`config.mk`:
```
export PLATFORM = sky130hd
export DESIGN_NAME = cle_key_reader
export DESIGN_NICKNAME = d
export VERILOG_FILES = /design/src/rtl/cle_key_reader.sv
export SDC_FILE = /design/constraint.sdc
export NUM_CORES = 1
export LEC_CHECK = 0
export ABC_CLOCK_PERIOD_IN_PS = 2200
export BUFFER_PORTS_ARGS = -buffer_cell sky130_fd_sc_hd__buf_2
export CAP_MARGIN = 30
export CORE_MARGIN = 5
export CORE_UTILIZATION = 54
export DETAILED_ROUTE_END_ITERATION = 8
export GPL_TIMING_DRIVEN = 0
export PLACE_DENSITY = 0.84
export SYNTH_ARGS = -nofsm -noshare
export SYNTH_HDL_FRONTEND = slang
export SYNTH_SLANG_ARGS = --single-unit
```
`constraint.sdc`:
```
create_clock -name clk -period 2.2 [get_ports clk]
set_clock_uncertainty 0.15 [all_clocks]
set_input_delay 0.11 -clock clk [delete_from_list [all_inputs] [get_ports clk]]
set_output_delay 0.11 -clock clk [all_outputs]
set_load 0.005 [all_outputs]
```
`src/rtl/cle_key_reader.sv`:
```
// cle_key_reader: bus initiator that reads a serial key out of a CLE167 responder.
// On start it requests the board bus, issues N_SYNC sync reads and then NUM_BITS check reads
// in the key window (BA13=0, BA12=1, SSER low, BR_W high). Each check read samples SDRD and
// compares it with a local 6-bit LFSR-style sequence model.
//
// Ports:
//   clk, rst        clock, asynchronous active-high reset
//   start           one-clock pulse, begins a run when idle
//   busy, done      run in progress / one-clock end-of-run pulse
//   pass, timeout   result flags, held until the next start
//   err_cnt         saturating mismatch count
//   first_err       index of first mismatching check read (8'hFF if none)
//   bus_req/bus_gnt arbiter handshake
//   ba, br_w, sser_n, sdrd  board bus: BA[13:4], read strobe, key-window select, read data
module cle_key_reader #(
  parameter int unsigned NUM_BITS = 64,
  parameter int unsigned N_SYNC   = 8,
  parameter logic [3:0]  SYNC_NIB = 4'hA,
  parameter logic [3:0]  CHK_NIB  = 4'h0,
  parameter logic [5:0]  SEED     = 6'h2D,
  parameter logic [5:0]  TAPS     = 6'h21,
  parameter int unsigned CYC_LEN  = 2,
  parameter int unsigned GNT_TMO  = 255
) (
  input  logic       clk,
  input  logic       rst,
  input  logic       start,
  output logic       busy,
  output logic       done,
  output logic       pass,
  output logic       timeout,
  output logic [7:0] err_cnt,
  output logic [7:0] first_err,
  output logic       bus_req,
  input  logic       bus_gnt,
  output logic [9:0] ba,
  output logic       br_w,
  output logic       sser_n,
  input  logic       sdrd
);

  typedef enum logic [2:0] {StIdle, StReq, StSync, StCheck, StRel} state_e;

  // BA[13:4] with BA13=0, BA12=1, BA[11:8]=0, BA[7:4]=nibble
  localparam logic [9:0] BaSync = {2'b01, 4'b0000, SYNC_NIB};
  localparam logic [9:0] BaChk  = {2'b01, 4'b0000, CHK_NIB};

  state_e      state;
  logic [15:0] tmo_cnt;
  logic [15:0] cyc_cnt;  // 0..CYC_LEN-1 select low, CYC_LEN is the idle clock
  logic [15:0] rd_cnt;
  logic [5:0]  seq;
  logic        exp_bit;

  assign exp_bit = ^(seq & TAPS);

  always_ff @(posedge clk or posedge rst) begin
    if (rst) begin
      state     <= StIdle;
      busy      <= 1'b0;
      done      <= 1'b0;
      pass      <= 1'b0;
      timeout   <= 1'b0;
      err_cnt   <= 8'd0;
      first_err <= 8'hFF;
      bus_req   <= 1'b0;
      ba        <= 10'd0;
      br_w      <= 1'b0;
      sser_n    <= 1'b1;
      seq       <= SEED;
      tmo_cnt   <= 16'd0;
      cyc_cnt   <= 16'd0;
      rd_cnt    <= 16'd0;
    end else begin
      done <= 1'b0;
      unique case (state)
        StIdle: begin
          if (start) begin
            err_cnt   <= 8'd0;
            first_err <= 8'hFF;
            timeout   <= 1'b0;
            pass      <= 1'b0;
            seq       <= SEED;
            tmo_cnt   <= 16'd0;
            cyc_cnt   <= 16'd0;
            rd_cnt    <= 16'd0;
            bus_req   <= 1'b1;
            busy      <= 1'b1;
            state     <= StReq;
          end
        end

        StReq: begin
          if (bus_gnt) begin
            state  <= StSync;
            sser_n <= 1'b0;
            br_w   <= 1'b1;
            ba     <= BaSync;
          end else if (tmo_cnt == 16'(GNT_TMO)) begin
            timeout <= 1'b1;
            bus_req <= 1'b0;
            done    <= 1'b1;
            pass    <= 1'b0;
            busy    <= 1'b0;
            state   <= StIdle;
          end else begin
            tmo_cnt <= tmo_cnt + 16'd1;
          end
        end

        StSync, StCheck: begin
          if (cyc_cnt == 16'(CYC_LEN)) begin
            // End of the idle clock: launch the next read or change phase.
            cyc_cnt <= 16'd0;
            if (state == StSync && rd_cnt == 16'(N_SYNC - 1)) begin
              state  <= StCheck;
              rd_cnt <= 16'd0;
              sser_n <= 1'b0;
              ba     <= BaChk;
            end else if (state == StCheck && rd_cnt == 16'(NUM_BITS - 1)) begin
              state <= StRel;
              br_w  <= 1'b0;
              ba    <= 10'd0;
            end else begin
              rd_cnt <= rd_cnt + 16'd1;
              sser_n <= 1'b0;
            end
          end else begin
            if (cyc_cnt == 16'(CYC_LEN - 1)) begin
              // Last clock of the select-low window: sample and release SSER.
              sser_n <= 1'b1;
              if (state == StCheck) begin
                if (sdrd != exp_bit) begin
                  if (err_cnt != 8'hFF) err_cnt <= err_cnt + 8'd1;
                  if (first_err == 8'hFF) begin
                    // 8'hFF means "no error", so late indices clamp to 254.
                    first_err <= (rd_cnt > 16'd254) ? 8'd254 : rd_cnt[7:0];
                  end
                end
                seq <= {seq[4:0], exp_bit};
              end
            end
            cyc_cnt <= cyc_cnt + 16'd1;
          end
        end

        StRel: begin
          bus_req <= 1'b0;
          sser_n  <= 1'b1;
          br_w    <= 1'b0;
          ba      <= 10'd0;
          done    <= 1'b1;
          pass    <= (err_cnt == 8'd0);
          busy    <= 1'b0;
          state   <= StIdle;
        end

        default: state <= StIdle;
      endcase
    end
  end

endmodule

```
# Word level (Yosys, flattened, before mapping)

Cells that the tools add are included.

Register bits after elaboration: 89
Input port bits: 5
Logic and storage cells: 137

Add/subtract/negate cells: 4
$lt $le $gt $ge: 1
Equality and inequality tests: 31
Mux-type cells: 65
Reduce and logical (&&, ||, !) cells: 22

Operator list:

| kind                  | number |
|---|---|
| $mux 16               | 7 |
| $mux 8                | 13 |
| $pmux 16 s2           | 3 |
| $add 16x1->16 const B | 3 |
| $mux 10               | 4 |
| $pmux 8 s2            | 2 |
| $pmux 10 s3           | 1 |
| $ne 2x2->1 const B    | 14 |
| $reduce_and 4->1      | 7 |
| $mux 6                | 4 |
| $mux 3                | 6 |
| $mux 1                | 17 |
| $eq 16x1->1 const B   | 1 |
| $eq 16x2->1 const B   | 1 |
| $eq 16x3->1 const B   | 1 |
| $eq 16x6->1 const B   | 1 |
| $eq 16x8->1 const B   | 1 |
| $gt 16x8->1 const B   | 1 |
| $reduce_and 7->1      | 2 |
| $ne 3x3->1 const B    | 4 |
| $pmux 1 s3            | 4 |
| $pmux 6 s2            | 1 |
| $reduce_and 5->1      | 2 |
| $pmux 3 s3            | 1 |
| 17 further kinds      | 22 |

# Depth between registers and ports, before layout

Depth after elaboration: 8
Mapped depth: 9
Mapped depth without buffers: 7

# Worst setup path after synthesis

OpenSTA, ideal clock, no wires.

Kind: register to register
Start: register rd_cnt[10]
End: register rd_cnt[11]
Setup time: 0.129 ns
Data arrival time: 2.004 ns
Required time: 1.921 ns
Setup slack: -0.083 ns
Stages on the path, launching flop included: 8
Path through: dfrtp_1 -> buf_6 -> or4_4 -> o41ai_4 -> buf_6 -> a21oi_1 -> o31ai_1 -> o21ai_1

Cells in the longest elaborated chain, start to end: 5
Elaborated cells between the ends (all ways): 11
Those cells by class: add/sub (1); eq/ne (3); mux (4); reduce/logical (3)

RTL lines:

| what                                         | line     | RTL |
|---|---|---|
| from (decl)                                  | 51       | `logic [15:0] rd_cnt;` |
| from (signal assigned)                       | 125      | `rd_cnt <= rd_cnt + 16'd1;` |
| $add 16x1->16 or $eq 16x3->1 (tied branches) | 125, 115 |  |
| $mux 16 or $logic_and 1x1->1 (tied branches) | 120, 115 |  |
| $mux 16                                      | 115      | `if (state == StSync && rd_cnt == 16'(N_SYNC - 1)) begin` |
| $mux 16                                      | 112      | `if (cyc_cnt == 16'(CYC_LEN)) begin` |
| $pmux 16 s2                                  | 76       | `unique case (state)` |

Several ways; a longest one is shown, not always the timed one. The select of a mux whose other input is x is not followed.
A chain may end at the register's enable or synchronous reset.

# Worst setup path after layout

Start: register rd_cnt[11]
End: register rd_cnt[6]

Cells in the longest elaborated chain, start to end: 5
Elaborated cells between the ends (all ways): 9
Those cells by class: eq/ne (3); mux (3); reduce/logical (3)

RTL lines:

| what              | line |
|---|---|
| $eq 16x3->1       | 115 |
| $logic_and 1x1->1 | 115 |
| $mux 16           | 115 |
| $mux 16           | 112 |
| $pmux 16 s2       | 76 |

Several ways; a longest one is shown, not always the timed one. The select of a mux whose other input is x is not followed.

==> summary.md <==
| Metric | Value |
|---|---|
| PnR worst setup slack | -0.2097 ns |
| Overflow after GRT | 0 |
| Drt pass-1 iters | 6 |
| CP Launch Type | flip-flop |
| Layout area overhead | 37.89% |
| Num CTS Buffers | 9 |
| Minimum clock period | 2.410 ns |
| Clock transition at the registers of the reported paths | 0.09 ns |
| Worst R2R Setup Slack | -0.21 ns |
| Cell Pwr Density | 439.0 mW/mm² |
| Synthesized area | 0.004669 mm² |
| Final slew viol count | 0 |
| CTS H-tree lvls | 3 |
| Total via count in the routed design | 5124 |
| Peak VDD IR | 286.4 µV |
| Largest net degree at the start of global routing | 38 |
| Final WL | 17110 µm |
| Leakage | 2.687 nW |
| Post-Synthesis Cells | 513 |
| Top-count cell post-synth | dfrtp_1 |
| Syn. warnings | 0 |
| Root buffer cell | clkbuf_8 |
| Placed insts | 660 |
| RSZ-0062 raised after global routing | yes |
| Row count | 34 |
| Die width | 103.0 µm |
| I/O Buffers | 30 |
| Async set-reset flop share out of synthesis | 1.000 |
| Total core area | 0.008593 mm² |
| Final period util | 1.095 |
| Core Util, Final | 0.7493 |
| Die ar. | 0.01061 mm² |
| Worst path arrival time | 2.50 ns |
| HPWL after detailed placement | 8184 µm |
| Drt via density | 6.971 |
| Vias in the first global route | 4707 |
| Diode count | 0 |
| Top post-synthesis cells by area | dfrtp_1 (36%), dfstp_2 (7.3%), o21ai_0 (4.2%), nand2_1 (3.7%), nor2_1 (3.1%) |
| CP required | 2.29 ns |
| Slew margin rel. | 0.4704 |
| Run status | finished, violations left |
| Netlist cell types | 65 |
| Maxcap violations | 0 |
| Initial DRC Count | 676 |
| Top Ports | 38 |
| Initial antenna violation count | 0 |
| Antenna-violating nets left | 0 |
| Crit-path max FO | 4 |
| Syn avg cell area | 9.102 µm² |
| Seq/Total Area, Yosys | 0.4376 |
| CTS tree | done |
| GP Congestion | 0.8638 |
| Fin area | 0.006439 mm² |
| Worst-margin pin slew | 0.7896 ns |
| First-pass GRT wire length | 22980 µm |
| Clock Latency Late Sink | 0.38 ns |
| Synth top area share | 0.3644 |
| Final setup viols | 49 |
| Die height | 103.0 µm |
| Path type of the worst min-delay path | in -> async |
| Non-filler instance count after layout | 735 |
| Ys flop type | dfrtp_1 |
| Routed len/inst | 23.28 µm |
| Initial Util | 0.5434 |
| Synthesis-stage register bit count | 81 |
| Clock buffer depth | 2 |
| Fmax | 415.0 MHz |
| Cell taking the most area after synthesis | dfrtp_1 |
| Share of layout cells above drive strength 1 | 0.4163 |
| Kind of critical path | reg -> reg |
| Area after DPL | 0.005049 mm² |
| Failing checks | negative setup slack |
| Total Power | 2.827 mW |
| Global Route Usage Sum | 0.2766 |
| Nets | 635 |
| Sink Count | 81 |
| DRC viols | 0 |
| Critical Path Sink Type | flip-flop |
| Hold Violations, Final | 0 |
| Post-synth top cells | dfrtp_1 (68), nand2_1 (46), o21ai_0 (39) |
| Number of flops mapped to enable cells by yosys | 0 |
==> worst paths after layout <==
check | from | to | cells past startpoint
worst min-delay path | rst | rd_cnt[9] | 3
worst min register to register | seq[3] | seq[3] | 2
max in group asynchronous | rst | sser_n | 5
worst max-delay path | rd_cnt[11] | rd_cnt[6] | 7
worst max register to register | rd_cnt[11] | rd_cnt[6] | 7
min in group clk | seq[3] | seq[3] | 2
==> stage by stage <==
stage          worst slack, ns  TNS [ns]  hold slack [ns]
6_report               -0.2097    -3.596           0.1175
5_1_grt                -0.2609    -6.014           0.1323
4_1_cts                -0.1443    -1.240           0.1212
3_5_place_dp           -0.5365    -15.98         -0.04842
3_3_place_gp           -0.4835    -14.49           0.2574
2_1_floorplan         -0.07082   -0.2170          0.08549
==> where the power goes <==
| group | total (mW) | switching [mW] | internal, mW |
|---|---|---|---|
| Clock | 1.26 | 0.594 | 0.669 |
| Sequential | 1.49 | 0.00135 | 1.49 |
| Combinational | 0.0723 | 0.0471 | 0.0252 |
| Total | 2.83 | 0.643 | 2.18 |
==> layout make-up <==
type,count,area (µm²)
inverter,25,97.59
clock buffer,11,141.4
clock inverter,5,78.83
tap,108,135.1
buffer,22,163.9
sequential,81,2059
fill,499,2155
timing repair buffer,97,745.7
multi-input combinational,386,3017
==> cell usage in the layout, fill, tap and decap left out, types with 6 or more instances in the layout <==
cell type  netlist  routed
buf_4           10      58
dfrtp_1         68      55
nand2_1         46      44
buf_2            3      32
nor2_1          38      31
o21ai_0         39      28
nand3_1         26      23
inv_1           24      22
nand4_1         17      17
nor3_1          21      15
buf_6            2      13
o31ai_1         18      13
dfrtp_2          0      13
dfstp_2         13      13
o21ai_1          8      12
a21oi_1         20      11
clkbuf_8         0      10
and3_1           9       9
a2bb2oi_2        0       8
a31oi_1          9       7
mux2i_1          7       7
or3_1           12       7
a21oi_2          1       7
conb_1           1       7
o21ai_2          1       6
nor2_2           0       6
xnor2_1          6       6
nor3_2           2       6
==> per-layer routing <==
| layer | GRT usage | wire length (µm) | up-vias |
|---|---|---|---|
| met3 | 0.06022 | 1529 | 143 |
| met5 | 0 | 0 | - |
| li1 | - | - | 2116 |
| met2 | 0.4568 | 8195 | 416 |
| met4 | 0.1345 | 1168 | 0 |
| met1 | 0.3437 | 6221 | 2449 |
==> cells by family after synthesis <==
kind of cell,synth area share
other,0.0008031
and+or+nand+nor,0.2454
buffers and inverters,0.05466
DFF,0.4376
muxes,0.02224
adders and majority gates,0.02144
xor gates and xnor gates,0.02063
AOI/OAI and AO/OA,0.1972
==> critical path: stages (launching register included) <==
cell	delay, ns
dfrtp_1	0.42
or4_4	0.58
o41ai_4	0.36
buf_4	0.20
buf_4	0.13
nor2b_1	0.06
o31ai_1	0.24
o41ai_1	0.14
==> registers in the layout, summed over array words and instances (netlist names) <==
name       cells
ba             2
br_w           1
bus_req        1
cyc_cnt       16
done           1
err_cnt        8
first_err      8
pass           1
rd_cnt        16
seq            6
sser_n         1
state          3
timeout        1
tmo_cnt       16
==> what timing repair did <==
item                                    CTS  global route
resized for setup                        68            93
endpoints found under the hold margin    40             0
setup buffers                            37            22
hold buffers                              3             0
pin swaps                                21            33
gates cloned                              1             2
endpoints found under the setup margin   69            74
No activity file was read; power rests on OpenSTA's default activity.
